===== src/rtl/irq_priority_ctrl.sv =====
// irq_priority_ctrl
//   Interrupt controller for the risc32i core. Rising edges on irq_src are
//   latched into pending, masked by irq_en, and the highest-index enabled
//   pending source is presented to the CPU through a req/ack/eoi handshake.
//   Only one interrupt is in service at a time (no nesting, no preemption).
//
// Ports
//   clk         system clock, rising edge
//   rst_n       synchronous active-low reset
//   irq_src     raw level interrupt lines (rising edge detected)
//   irq_en      per-source enable mask, 1 = enabled
//   irq_ack     CPU accepts the presented interrupt (1-cycle pulse)
//   irq_eoi     CPU finished servicing (1-cycle pulse)
//   irq_req     interrupt request to CPU
//   irq_id      index of requested / in-service source
//   in_service  an interrupt is being serviced
//   pending     latched pending bits, readable by software
//
// state   | meaning
// --------+-----------------------------------------------------------
// IDLE    | nothing requested or in service; waits for an enabled pending
// REQ     | irq_req high, irq_id tracks the current winner until ack
// SERVICE | accepted id frozen, in_service high, waits for eoi

module irq_priority_ctrl #(
   parameter int N    = 8,
   parameter int ID_W = 3
) (
   input  logic            clk,
   input  logic            rst_n,
   input  logic [N-1:0]    irq_src,
   input  logic [N-1:0]    irq_en,
   input  logic            irq_ack,
   input  logic            irq_eoi,
   output logic            irq_req,
   output logic [ID_W-1:0] irq_id,
   output logic            in_service,
   output logic [N-1:0]    pending
);

   typedef enum logic [1:0] {
      IDLE    = 2'd0,
      REQ     = 2'd1,
      SERVICE = 2'd2
   } state_t;

   state_t          state;
   logic [N-1:0]    src_prev;
   logic [N-1:0]    src_edge;
   logic [N-1:0]    cand;
   logic [N-1:0]    clr;
   logic [ID_W-1:0] win;
   logic            ack_fire;

   assign src_edge = irq_src & ~src_prev;
   assign cand     = pending & irq_en;

   // Ack only counts while requesting something that is still a candidate;
   // if the candidate vanished this cycle the FSM falls back to IDLE instead.
   assign ack_fire = (state == REQ) && (cand != '0) && irq_ack;

   // Ascending scan: the last hit is the highest index, i.e. highest priority.
   always_comb begin
      win = '0;
      for (int i = 0; i < N; i++) begin
         if (cand[i]) win = ID_W'(i);
      end
   end

   always_comb begin
      clr = '0;
      if (ack_fire) clr[irq_id] = 1'b1;
   end

   always_ff @(posedge clk) begin
      if (!rst_n) begin
         src_prev   <= '0;
         pending    <= '0;
         state      <= IDLE;
         irq_req    <= 1'b0;
         irq_id     <= '0;
         in_service <= 1'b0;
      end else begin
         src_prev <= irq_src;
         // A new edge on the bit being acked in the same cycle survives.
         pending  <= (pending & ~clr) | src_edge;

         case (state)
            IDLE: begin
               if (cand != '0) begin
                  state   <= REQ;
                  irq_req <= 1'b1;
                  irq_id  <= win;
               end
            end
            REQ: begin
               if (cand == '0) begin
                  state   <= IDLE;
                  irq_req <= 1'b0;
               end else if (irq_ack) begin
                  state      <= SERVICE;
                  irq_req    <= 1'b0;
                  in_service <= 1'b1;
               end else begin
                  irq_id <= win;
               end
            end
            SERVICE: begin
               if (irq_eoi) begin
                  state      <= IDLE;
                  in_service <= 1'b0;
               end
            end
            default: begin
               state      <= IDLE;
               irq_req    <= 1'b0;
               in_service <= 1'b0;
            end
         endcase
      end
   end

endmodule


===== config.mk =====
export PLATFORM = sky130hd
export DESIGN_NAME = irq_priority_ctrl
export DESIGN_NICKNAME = d
export VERILOG_FILES = /design/src/rtl/irq_priority_ctrl.sv
export SDC_FILE = /design/constraint.sdc
export NUM_CORES = 1
export LEC_CHECK = 0
export ABC_AREA = 1
export ABC_CLOCK_PERIOD_IN_PS = 1100
export BUFFER_PORTS_ARGS = -buffer_cell sky130_fd_sc_hd__buf_2
export CAP_MARGIN = 20
export CORE_MARGIN = 1
export CORE_UTILIZATION = 30
export CTS_CLUSTER_DIAMETER = 100
export CTS_CLUSTER_SIZE = 28
export DETAILED_ROUTE_END_ITERATION = 10
export SLEW_MARGIN = 20
export SYNTH_ARGS = -nofsm -noshare
export SYNTH_HDL_FRONTEND = slang
export SYNTH_SLANG_ARGS = --single-unit

===== constraint.sdc =====
create_clock -name clk -period 1.1 [get_ports clk]
set_clock_uncertainty 0.05 [all_clocks]
set_input_delay 0.11 -clock clk [delete_from_list [all_inputs] [get_ports clk]]
set_output_delay 0.11 -clock clk [all_outputs]
set_load 0.01 [all_outputs]

==> flow_summary.json <==
{
  "outcome": "complete, but fails checks",
  "violations": "negative setup slack",
  "cp_max_fo": 4,
  "final_hold_viol_count": 0,
  "diodes": 0,
  "drt-total-wl_um": 2520,
  "fin_crit_ns": 1.23,
  "die-area_mm2": 0.00367,
  "nFillCells": 333,
  "setup_ws_ns": -0.126,
  "critPathTopFamily": "simple AND/OR/NAND/NOR gates",
  "wl_met1_um": 1120,
  "grt_overflow": 0,
  "cts_root_buffer": "clkbuf_4",
  "synth_area_mm2": 0.00103,
  "crit_arrival_ns": 1.39,
  "max_stage_delay_ns": 0.35,
  "fmaxAchievable_ghz": 0.816,
  "num_vias": 1057,
  "numCtsBuffers": 3,
  "wl_met2_um": 1260,
  "drv_slew": 0,
  "pin_count": 33,
  "criticalPathCategory": "reg -> reg",
  "clk_latency_ns": 0.31,
  "power.static_leakage_uw": 0.000828,
  "setup_viol": 15,
  "clock_sinks": 23,
  "cts_buffer_depth": 2,
  "start_util_pct": 32.7,
  "syn_area_per_cell_um2": 7.64,
  "synth_fp_nets": 155,
  "gp_congestion": 0.824,
  "vias_per_cell": 4.39,
  "drt_pass1_iterations": 4,
  "min_path_type": "in -> reg",
  "grt_pass1_vias": 1073,
  "utilization_pct": 52.5,
  "ys_types": 20,
  "rsz0062_at_grt": "true",
  "port-buffer-count": 32,
  "min_period_over_period_pct": 111,
  "slew_headroom_pct": 78.8,
  "netlist_instances": 135,
  "critPathBufInv": 0,
  "coreArea_mm2": 0.00315,
  "grt_pass1_wl_um": 4190,
  "cp_slowest_cell": "dfxtp_2",
  "cp-start-kind": "flop",
  "crit_path_end_kind": "flop",
  "peakVddDrop_mv": 0.649,
  "clk_pin_slew_ns": 0.13,
  "reg2reg_setup_slack_ns": -0.13,
  "detail_route.wl_per_cell_um": 10.5,
  "antenna_found_initial": 0,
  "rows": 20,
  "tritoncts": "done",
  "gr-usage-all-layers_pct": 15.4,
  "wl_met3_um": 121,
  "worstPathRequired_ns": 1.26,
  "tightest_slew_ns": 0.318,
  "nets": 218,
  "drive_gt1_share_pct": 55.8,
  "grt_max_degree": 16,
  "die_h_um": 60.6,
  "top_layer": "met4",
  "hpwl_um": 1880,
  "synth-seq-cells": 23,
  "synth_seq_area_share_pct": 44.7,
  "drtIter0Drc": 12,
  "h-tree-depth": 1,
  "area_delta_synth_final_pct": 60.6,
  "cp_cell_sequence": "nand2_2 > nand2_2 > nor2_4 > nand2_4 > nor3b_1 > nor2_1 > nor2_1",
  "synth_warnings": 0,
  "fin_setup_tns_ns": -1.19,
  "ant_nets": 0,
  "die_w_um": 60.6,
  "p_per_area_mw_per_mm2": 1260,
  "drc_errors": 0,
  "cap_violations": 0
}
-- placed cells by master (no fill, tap or decap), drive strengths merged --
cell	instances
inv	14
a21oi	7
o21a	1
dfxtp	23
o21ai	3
or2	9
nand2	41
clkbuf	3
nor3b	1
nor2	13
clkinv	1
dlygate4sd3	8
nand3	22
buf	51
-- worst register-to-register path, delay by kind of cell (launching register included) --
kind,cells,cell delay [ns]
simple gates,7,0.71
flops,1,0.35
-- logic make-up (layout without fill, tap and decap cells) --
group / Yosys count / after routing / share of synthesized area, %
AND/OR/NAND/NOR: 86 / 86 / 42.1
flip-flops: 23 / 23 / 44.7
buffers and inverters: 16 / 77 / 6.31
AO/OA/AOI/OAI: 10 / 11 / 6.92
-- power by group --
part | switching [uW] | total (uW) | internal (uW) | leakage, uW
clock network | 247 | 383 | 136 | 0.0000177
logic | 355 | 711 | 356 | 0.000616
registers | 62.9 | 992 | 930 | 0.000195
total | 665 | 2090 | 1420 | 0.000828
-- area by class of cell --
| cell class | instances | area, um2 | share of cell area, % |
|---|---|---|---|
| tap | 44 | 55.1 | 3.33 |
| clock inverter | 1 | 5.00 | 0.302 |
| clock buffer | 3 | 22.5 | 1.36 |
| inverter | 14 | 52.6 | 3.17 |
| timing repair buffer | 59 | 458 | 27.7 |
| sequential | 23 | 478 | 28.9 |
| multi-input combinational | 97 | 584 | 35.3 |
-- registers in the layout, summed over array words and instances, names as in the netlist --
name        count
irq_req         1
in_service      1
src_prev        8
irq_id          3
state           2
pending         8
-- stage by stage --
step	instances	total power [uW]	area, um2	hold WS, ns	setup WS [ns]
floorplan	135	1320	1050	0.164	-0.0382
detailed placement	225	1560	1370	0.256	-0.132
global route	241	2230	1660	0.0614	-0.184
finish	241	2090	1660	0.0638	-0.126
global placement	225	1540	1370	0.250	-0.0620
CTS	240	2010	1530	0.0438	-0.106
-- final timing paths --
path	start	endpoint	cells after the start
worst max-delay path	pending[5]$_SDFF_PN0_	in_service$_SDFFE_PN0P_	7
worst min-delay path	irq_eoi	state[1]$_SDFFE_PN0P_	4
worst max register to register	pending[5]$_SDFF_PN0_	in_service$_SDFFE_PN0P_	7
worst min register to register	irq_req$_SDFFE_PN0P_	irq_req$_SDFFE_PN0P_	2
-- synth_stat cells (all sizes together) --
cell type  count  area share [%]
dfxtp         23              45
o21ai          3             1.5
a21oi          6             4.7
nand3         22              11
nor2          13             6.4
nand2         41              19
buf            2             1.2
inv           14             5.1
o21a           1            0.73
nor3b          1            0.73
or2            9             5.5
-- timing repair --
item	in CTS	in global routing
resized for setup	8	27
hold endpoints to repair	8	0
setup buffers	2	1
gates cloned	1	0
pin swaps	1	7
hold buffers	8	0
setup endpoints to repair	15	25
-- layer usage --
layer	GRT usage (%)	vias up
met4	2.27	0
met3	5.33	2
met1	17.4	476
met5	0	-
met2	28.6	26
li1	-	553
Power figures use the tool's default switching activity.
